==> config.mk <==
export PLATFORM = sky130hd
export DESIGN_NAME = hazard_controller_flat
export DESIGN_NICKNAME = d
export VERILOG_FILES = /design/src/rtl/hazard_controller_if.sv /design/src/rtl/hazard_controller.sv /design/src/flat_wrapper.sv
export SDC_FILE = /design/constraint.sdc
export NUM_CORES = 1
export LEC_CHECK = 0
export ABC_AREA = 1
export BUFFER_PORTS_ARGS = -buffer_cell sky130_fd_sc_hd__buf_2
export CORE_ASPECT_RATIO = 1.1
export CORE_MARGIN = 2
export CORE_UTILIZATION = 46
export DETAILED_ROUTE_END_ITERATION = 10
export HOLD_SLACK_MARGIN = 0.1
export PLACE_DENSITY_LB_ADDON = 0.3
export REMOVE_ABC_BUFFERS = 1
export SKIP_LAST_GASP = 1
export SLEW_MARGIN = 0
export SYNTH_ARGS = -nofsm -noshare
export SYNTH_HDL_FRONTEND = slang
export SYNTH_SLANG_ARGS = --single-unit
==> constraint.sdc <==
create_clock -name clk -period 1.81 [get_ports clk]
set_clock_uncertainty 0.05 [all_clocks]
set_input_delay 0.0905 -clock clk [delete_from_list [all_inputs] [get_ports clk]]
set_output_delay 0.0905 -clock clk [all_outputs]
set_load 0.005 [all_outputs]
==> src/rtl/hazard_controller_if.sv <==
// Pipeline-side bundle for the hazard controller: stage register tags in,
// stall/flush/forward controls out. Perf ports exist with HAZARD_PERF_CNT_EN.
interface hazard_controller_if;
    logic [4:0]  d_rs1;
    logic [4:0]  d_rs2;
    logic [4:0]  e_rs1;
    logic [4:0]  e_rs2;
    logic [4:0]  e_rd;
    logic        e_is_load;
    logic        e_pc_src;
    logic [4:0]  m_rd;
    logic        m_reg_write;
    logic [4:0]  w_rd;
    logic        w_reg_write;
    logic        m_mem_req;
    logic        m_mem_ready;
    logic        f_stall;
    logic        d_stall;
    logic        e_stall;
    logic        m_stall;
    logic        d_flush;
    logic        e_flush;
    logic        w_flush;
    logic [1:0]  e_forward_a;
    logic [1:0]  e_forward_b;
    logic        mem_timeout;
    logic        busy;
`ifdef HAZARD_PERF_CNT_EN
    logic [31:0] stall_cycles;
    logic [31:0] flush_events;
`endif

    modport master (
        output d_rs1, d_rs2, e_rs1, e_rs2, e_rd,
        output e_is_load, e_pc_src,
        output m_rd, m_reg_write, w_rd, w_reg_write,
        output m_mem_req, m_mem_ready,
        input  f_stall, d_stall, e_stall, m_stall,
        input  d_flush, e_flush, w_flush,
        input  e_forward_a, e_forward_b,
`ifdef HAZARD_PERF_CNT_EN
        input  stall_cycles, flush_events,
`endif
        input  mem_timeout, busy
    );

    modport slave (
        input  d_rs1, d_rs2, e_rs1, e_rs2, e_rd,
        input  e_is_load, e_pc_src,
        input  m_rd, m_reg_write, w_rd, w_reg_write,
        input  m_mem_req, m_mem_ready,
        output f_stall, d_stall, e_stall, m_stall,
        output d_flush, e_flush, w_flush,
        output e_forward_a, e_forward_b,
`ifdef HAZARD_PERF_CNT_EN
        output stall_cycles, flush_events,
`endif
        output mem_timeout, busy
    );
endinterface

==> src/rtl/hazard_controller.sv <==
// Stall/flush/forward control with post-reset purge and memory-wait watchdog.
// Optional perf counters are built when HAZARD_PERF_CNT_EN is defined.
module hazard_controller #(
    parameter int INIT_FLUSH_CYCLES = 4,
    parameter int TIMEOUT_CYCLES    = 1024
) (
    input  logic               clk,
    input  logic               reset,
    hazard_controller_if.slave hz
);
    localparam int MAXC = (TIMEOUT_CYCLES > INIT_FLUSH_CYCLES) ?
                          TIMEOUT_CYCLES : INIT_FLUSH_CYCLES;
    localparam int CW = $clog2(MAXC + 1);
    localparam logic [CW-1:0] INIT_LD = CW'(INIT_FLUSH_CYCLES - 1);
    localparam logic [CW-1:0] TO_LAST =
        CW'((TIMEOUT_CYCLES == 0) ? 0 : TIMEOUT_CYCLES - 1);
    localparam logic [CW-1:0] CNT_MAX = '1;

    typedef enum logic [1:0] {
        S_INIT,
        S_RUN,
        S_WAIT,
        S_ERROR
    } state_t;

    state_t        r_state;
    state_t        w_next;
    logic [CW-1:0] r_cnt;
    logic [CW-1:0] w_cnt_next;
    logic          r_timeout;
    logic          w_timeout_next;

    logic w_lu;
    logic w_mem_wait;
    logic w_in_init;
    logic w_hold;
    logic w_eval;
    logic w_f_stall;
    logic w_d_stall;
    logic w_e_stall;
    logic w_m_stall;
    logic w_d_flush;
    logic w_e_flush;
    logic w_w_flush;
    logic w_busy;

    function automatic logic [1:0] fwd_sel(
        input logic [4:0] rs,
        input logic [4:0] m_rd,
        input logic       m_we,
        input logic [4:0] w_rd,
        input logic       w_we
    );
        if (m_we && m_rd != 5'd0 && m_rd == rs)
            return 2'b10;
        else if (w_we && w_rd != 5'd0 && w_rd == rs)
            return 2'b01;
        else
            return 2'b00;
    endfunction

    assign w_lu = hz.e_is_load && hz.e_rd != 5'd0 &&
                  (hz.e_rd == hz.d_rs1 || hz.e_rd == hz.d_rs2);
    assign w_mem_wait = hz.m_mem_req && !hz.m_mem_ready;

    always_comb begin
        w_next         = r_state;
        w_cnt_next     = r_cnt;
        w_timeout_next = r_timeout;
        unique case (r_state)
            S_INIT: begin
                if (r_cnt == '0)
                    w_next = S_RUN;
                else
                    w_cnt_next = r_cnt - 1'b1;
            end
            S_RUN: begin
                if (w_mem_wait) begin
                    w_next     = S_WAIT;
                    w_cnt_next = '0;
                end
            end
            S_WAIT: begin
                if (hz.m_mem_ready) begin
                    w_next = S_RUN;
                end else if (TIMEOUT_CYCLES != 0 && r_cnt == TO_LAST) begin
                    w_next         = S_ERROR;
                    w_timeout_next = 1'b1;
                end else if (r_cnt != CNT_MAX) begin
                    w_cnt_next = r_cnt + 1'b1;
                end
            end
            S_ERROR: begin
                w_next = S_ERROR;
            end
            default: begin
                w_next = S_INIT;
            end
        endcase
    end

    always_ff @(posedge clk) begin
        if (reset) begin
            r_state   <= S_INIT;
            r_cnt     <= INIT_LD;
            r_timeout <= 1'b0;
        end else begin
            r_state   <= w_next;
            r_cnt     <= w_cnt_next;
            r_timeout <= w_timeout_next;
        end
    end

    // A RUN request that misses ready stalls immediately; a ready seen in
    // WAIT releases immediately, so both edges are decided combinationally.
    assign w_in_init = reset || r_state == S_INIT;
    assign w_hold = !reset && (r_state == S_ERROR ||
                    (r_state == S_WAIT && !hz.m_mem_ready) ||
                    (r_state == S_RUN && w_mem_wait));
    assign w_eval = !reset && (
                    (r_state == S_RUN && !w_mem_wait) ||
                    (r_state == S_WAIT && hz.m_mem_ready));

    always_comb begin
        w_f_stall = 1'b0;
        w_d_stall = 1'b0;
        w_e_stall = 1'b0;
        w_m_stall = 1'b0;
        w_d_flush = 1'b0;
        w_e_flush = 1'b0;
        w_w_flush = 1'b0;
        w_busy    = 1'b0;
        unique case (1'b1)
            w_in_init: begin
                w_f_stall = 1'b1;
                w_d_flush = 1'b1;
                w_e_flush = 1'b1;
                w_w_flush = 1'b1;
                w_busy    = 1'b1;
            end
            w_hold: begin
                w_f_stall = 1'b1;
                w_d_stall = 1'b1;
                w_e_stall = 1'b1;
                w_m_stall = 1'b1;
                w_w_flush = 1'b1;
                w_busy    = 1'b1;
            end
            w_eval: begin
                w_f_stall = w_lu;
                w_d_stall = w_lu;
                w_d_flush = hz.e_pc_src;
                w_e_flush = w_lu || hz.e_pc_src;
            end
            default: begin
                w_busy = 1'b1;
            end
        endcase
    end

    assign hz.f_stall     = w_f_stall;
    assign hz.d_stall     = w_d_stall;
    assign hz.e_stall     = w_e_stall;
    assign hz.m_stall     = w_m_stall;
    assign hz.d_flush     = w_d_flush;
    assign hz.e_flush     = w_e_flush;
    assign hz.w_flush     = w_w_flush;
    assign hz.busy        = w_busy;
    assign hz.mem_timeout = r_timeout && !reset;

    assign hz.e_forward_a = fwd_sel(hz.e_rs1, hz.m_rd, hz.m_reg_write,
                                    hz.w_rd, hz.w_reg_write);
    assign hz.e_forward_b = fwd_sel(hz.e_rs2, hz.m_rd, hz.m_reg_write,
                                    hz.w_rd, hz.w_reg_write);

`ifdef HAZARD_PERF_CNT_EN
    logic [31:0] r_stall_cycles;
    logic [31:0] r_flush_events;
    logic        w_cnt_stall;
    logic        w_cnt_flush;

    assign w_cnt_stall = !reset && w_f_stall &&
                         (r_state == S_RUN || r_state == S_WAIT);
    assign w_cnt_flush = !reset && r_state == S_RUN && hz.e_pc_src;

    always_ff @(posedge clk) begin
        if (reset) begin
            r_stall_cycles <= '0;
            r_flush_events <= '0;
        end else begin
            if (w_cnt_stall && r_stall_cycles != 32'hFFFF_FFFF)
                r_stall_cycles <= r_stall_cycles + 32'd1;
            if (w_cnt_flush && r_flush_events != 32'hFFFF_FFFF)
                r_flush_events <= r_flush_events + 32'd1;
        end
    end

    assign hz.stall_cycles = r_stall_cycles;
    assign hz.flush_events = r_flush_events;
`endif
endmodule

==> src/flat_wrapper.sv <==
// flat-port wrapper written by rule: the top's interface ports become plain ports
module hazard_controller_flat 
#(
    parameter int INIT_FLUSH_CYCLES = 4,
    parameter int TIMEOUT_CYCLES    = 1024
)
  (clk, reset, hz_d_rs1, hz_d_rs2, hz_e_rs1, hz_e_rs2, hz_e_rd, hz_e_is_load, hz_e_pc_src, hz_m_rd, hz_m_reg_write, hz_w_rd, hz_w_reg_write, hz_m_mem_req, hz_m_mem_ready, hz_f_stall, hz_d_stall, hz_e_stall, hz_m_stall, hz_d_flush, hz_e_flush, hz_w_flush, hz_e_forward_a, hz_e_forward_b, hz_mem_timeout, hz_busy);
  hazard_controller_if hz_i ();
  input  logic clk;
  input  logic reset;
  input wire logic [$bits(hz_i.d_rs1)-1:0] hz_d_rs1;
  input wire logic [$bits(hz_i.d_rs2)-1:0] hz_d_rs2;
  input wire logic [$bits(hz_i.e_rs1)-1:0] hz_e_rs1;
  input wire logic [$bits(hz_i.e_rs2)-1:0] hz_e_rs2;
  input wire logic [$bits(hz_i.e_rd)-1:0] hz_e_rd;
  input wire logic [$bits(hz_i.e_is_load)-1:0] hz_e_is_load;
  input wire logic [$bits(hz_i.e_pc_src)-1:0] hz_e_pc_src;
  input wire logic [$bits(hz_i.m_rd)-1:0] hz_m_rd;
  input wire logic [$bits(hz_i.m_reg_write)-1:0] hz_m_reg_write;
  input wire logic [$bits(hz_i.w_rd)-1:0] hz_w_rd;
  input wire logic [$bits(hz_i.w_reg_write)-1:0] hz_w_reg_write;
  input wire logic [$bits(hz_i.m_mem_req)-1:0] hz_m_mem_req;
  input wire logic [$bits(hz_i.m_mem_ready)-1:0] hz_m_mem_ready;
  output wire logic [$bits(hz_i.f_stall)-1:0] hz_f_stall;
  output wire logic [$bits(hz_i.d_stall)-1:0] hz_d_stall;
  output wire logic [$bits(hz_i.e_stall)-1:0] hz_e_stall;
  output wire logic [$bits(hz_i.m_stall)-1:0] hz_m_stall;
  output wire logic [$bits(hz_i.d_flush)-1:0] hz_d_flush;
  output wire logic [$bits(hz_i.e_flush)-1:0] hz_e_flush;
  output wire logic [$bits(hz_i.w_flush)-1:0] hz_w_flush;
  output wire logic [$bits(hz_i.e_forward_a)-1:0] hz_e_forward_a;
  output wire logic [$bits(hz_i.e_forward_b)-1:0] hz_e_forward_b;
  output wire logic [$bits(hz_i.mem_timeout)-1:0] hz_mem_timeout;
  output wire logic [$bits(hz_i.busy)-1:0] hz_busy;
  assign hz_i.d_rs1 = hz_d_rs1;
  assign hz_i.d_rs2 = hz_d_rs2;
  assign hz_i.e_rs1 = hz_e_rs1;
  assign hz_i.e_rs2 = hz_e_rs2;
  assign hz_i.e_rd = hz_e_rd;
  assign hz_i.e_is_load = hz_e_is_load;
  assign hz_i.e_pc_src = hz_e_pc_src;
  assign hz_i.m_rd = hz_m_rd;
  assign hz_i.m_reg_write = hz_m_reg_write;
  assign hz_i.w_rd = hz_w_rd;
  assign hz_i.w_reg_write = hz_w_reg_write;
  assign hz_i.m_mem_req = hz_m_mem_req;
  assign hz_i.m_mem_ready = hz_m_mem_ready;
  assign hz_f_stall = hz_i.f_stall;
  assign hz_d_stall = hz_i.d_stall;
  assign hz_e_stall = hz_i.e_stall;
  assign hz_m_stall = hz_i.m_stall;
  assign hz_d_flush = hz_i.d_flush;
  assign hz_e_flush = hz_i.e_flush;
  assign hz_w_flush = hz_i.w_flush;
  assign hz_e_forward_a = hz_i.e_forward_a;
  assign hz_e_forward_b = hz_i.e_forward_b;
  assign hz_mem_timeout = hz_i.mem_timeout;
  assign hz_busy = hz_i.busy;
  hazard_controller #(.INIT_FLUSH_CYCLES(INIT_FLUSH_CYCLES), .TIMEOUT_CYCLES(TIMEOUT_CYCLES)) u_core (.clk(clk), .reset(reset), .hz(hz_i));
endmodule
==> flow_summary.ini <==
[layout]
antenna_cells = 0
nNetsFinal = 406
final_util_pct = 77.42
layout_common_cells = 55 x buf_2, 50 x nand2_1, 32 x inv_1
final_cells = 399
final_common_cell = buf_2
drive_above_1_share_pct = 45.01
syn2layout_area_growth_pct = 59.36
design_area_mm2 = 0.002600

[place]
place_ws_ns = -0.1618
routabilityCongestion = 0.8582
dp_hpwl_um = 3582
dp_cells = 389
placed_area_mm2 = 0.002127
port_buffers = 55

[synthesis]
seq_area_frac_synth_pct = 17.18
avgSynthCellArea_um2 = 6.134
synthCells = 266
synth_seq_cells = 14
yosysWarnings = 0
synthesis.area_mm2 = 0.001632
ys_types = 26

[global_route]
grt-ovfl-total = 0
grt_pass1_wl_um = 7479
grtUsageTotal_pct = 23.54
antenna_found_initial = 0
grt_pass1_vias = 1886
grt_max_degree = 17

[clock_tree]
clk_latency_ns = 0.28
root_buffer = clkbuf_4
cts_sinks = 14
cts_tree = built
clk_pin_slew_worst_paths_ns = 0.09
cts_buffers = 3
cts_max_level = 1
clockBufferDepth = 2

[setup_path]
startpoint_type = register
cp_data_required_time_ns = 1.67
crit_arrival_ns = 1.70
crit_path_frequent_cell = nor2_1
crit_fanout = 4
path_class = register to output pin
critPathBufInv = 4
slowest_delay_ns = 0.40
slowest_stage = dfxtp_4
cp-end-kind = output pin
crit_family = buffers and inverters
path_cells = buf_6, buf_4, nor2_1, nor2_1, inv_1, a21oi_2, nand2_1, buf_2

[route]
avgRoutedWirePerCell_um = 14.91
routed_wl_um = 5948
drtPass1Iterations = 5
vias = 2183
viasPerCell = 5.471
ant_nets = 0
drtIter0Drc = 158
post-route-drc-count = 0

[pwr]
swShare_pct = 51.15
power_frac_comb_pct = 82.6
power_frac_seq_pct = 13.5
peakVddDrop_mv = 1.355
total_power_mw = 4.683
p_leak_nw = 1.275
p_int_mw = 2.288
p_switching_mw = 2.395
power.clock.fraction_pct = 3.9
powerDensity_mw_per_mm2 = 1801

[timing]
whs_ns = 0.1554
worstMarginPinSlew_ns = 0.4208
fmax_mhz = 542.9
final_hold_viol_count = 0
min_period_over_period_pct = 101.8
final.min_clock_period_ns = 1.842
tns_ns = -0.05511
slew-limit-headroom_pct = 71.58
finalSetupViolations = 4
slew_violations = 0
fin_ws_ns = -0.03205
grt_setup_unrepaired = yes

[outcome]
violations = setup timing
outcome = finished with violations

[die]
initial_core_util_pct = 48.58
die_w_um = 60.79
rows = 22
die_area_mm2 = 0.004040
ioPinCount = 56
coreArea_mm2 = 0.003358
dieHeight_um = 66.46

[flow_run]
maxCapViolCount = 0

[hold_path]
hold_path.class = input pin to register
[sequential cells by signal (all words and copies together) (netlist names)]
signal	flops
u_core.r_timeout	1
u_core.r_cnt	11
u_core.r_state	2
[final cells by class]
type	instances	area (µm²)
multi-input combinational	210	1553
fill	235	758.2
timing repair buffer	86	525.5
sequential	14	289.0
inverter	38	150.1
tap	48	60.06
clock buffer	3	22.52
[cells by family after synthesis]
family                     count (synthesis)  share of synthesized area [%]
AOI/OAI and AO/OA                         35                          12.42
xor gates and xnor gates                  28                          15.03
adders and majority gates                 10                          7.669
buffers and inverters                     43                          10.43
DFF                                       14                          17.18
and+or+nand+nor                          136                          37.27
[repair_timing]
item | CTS | global route
setup endpoints to repair | 10 | 10
setup buffers | 0 | 5
cloned | 1 | 0
gates resized for setup | 14 | 75
pin swaps | 3 | 18
hold buffers | 1 | 0
hold endpoints to repair | 1 | 0
[path summary, 6_finish.rpt]
check / from / to / slack (ns) / cells after the start
max reg2reg: u_core.r_cnt[0] / u_core.r_cnt[4] / -0.01 / 7
max: u_core.r_state[1] / hz_e_flush / -0.03 / 8
min reg2reg: u_core.r_cnt[10] / u_core.r_cnt[10] / 0.46 / 2
min: reset / u_core.r_cnt[6] / 0.16 / 2
[power by group through the flow]
stage | registers (mW) | clock network (mW) | logic [mW]
final | 0.630 | 0.183 | 3.87
after global routing | 0.640 | 0.192 | 4.18
after CTS | 0.557 | 0.179 | 2.73
after detailed placement | 0.547 | 0 | 2.61
after global placement | 0.544 | 0 | 2.57
after floorplan | 0.520 | 0 | 1.64
[routing by layer]
layer | track usage [%] | up-vias | wire, µm
met2 | 45.97 | 104 | 3178
met1 | 25.53 | 1007 | 2145
met3 | 3.689 | 26 | 453
met5 | 0 | - | 0
li1 | - | 1046 | -
met4 | 5.435 | 0 | 171
[cells in the mapped netlist, drive strengths merged]
| cell | number | share of area [%] |
|---|---|---|
| xnor2 | 13 | 7.0 |
| nand2 | 66 | 15 |
| o21ai | 5 | 1.8 |
| nand3 | 29 | 8.9 |
| o211ai | 1 | 0.46 |
| dfxtp | 14 | 17 |
| a21oi | 22 | 6.7 |
| nor4 | 3 | 1.2 |
| a21o | 1 | 0.46 |
| a31oi | 1 | 0.38 |
| nand3b | 2 | 0.92 |
| or2 | 6 | 2.3 |
| o41ai | 4 | 2.1 |
| nor2 | 19 | 4.7 |
| clkbuf | 2 | 0.46 |
| inv | 38 | 8.7 |
| o21bai | 1 | 0.46 |
| ha | 10 | 7.7 |
| nand4 | 6 | 2.3 |
| buf | 3 | 1.2 |
| xor2 | 15 | 8.1 |
| nor3 | 5 | 1.5 |
(Power assumes the default switching activity.)
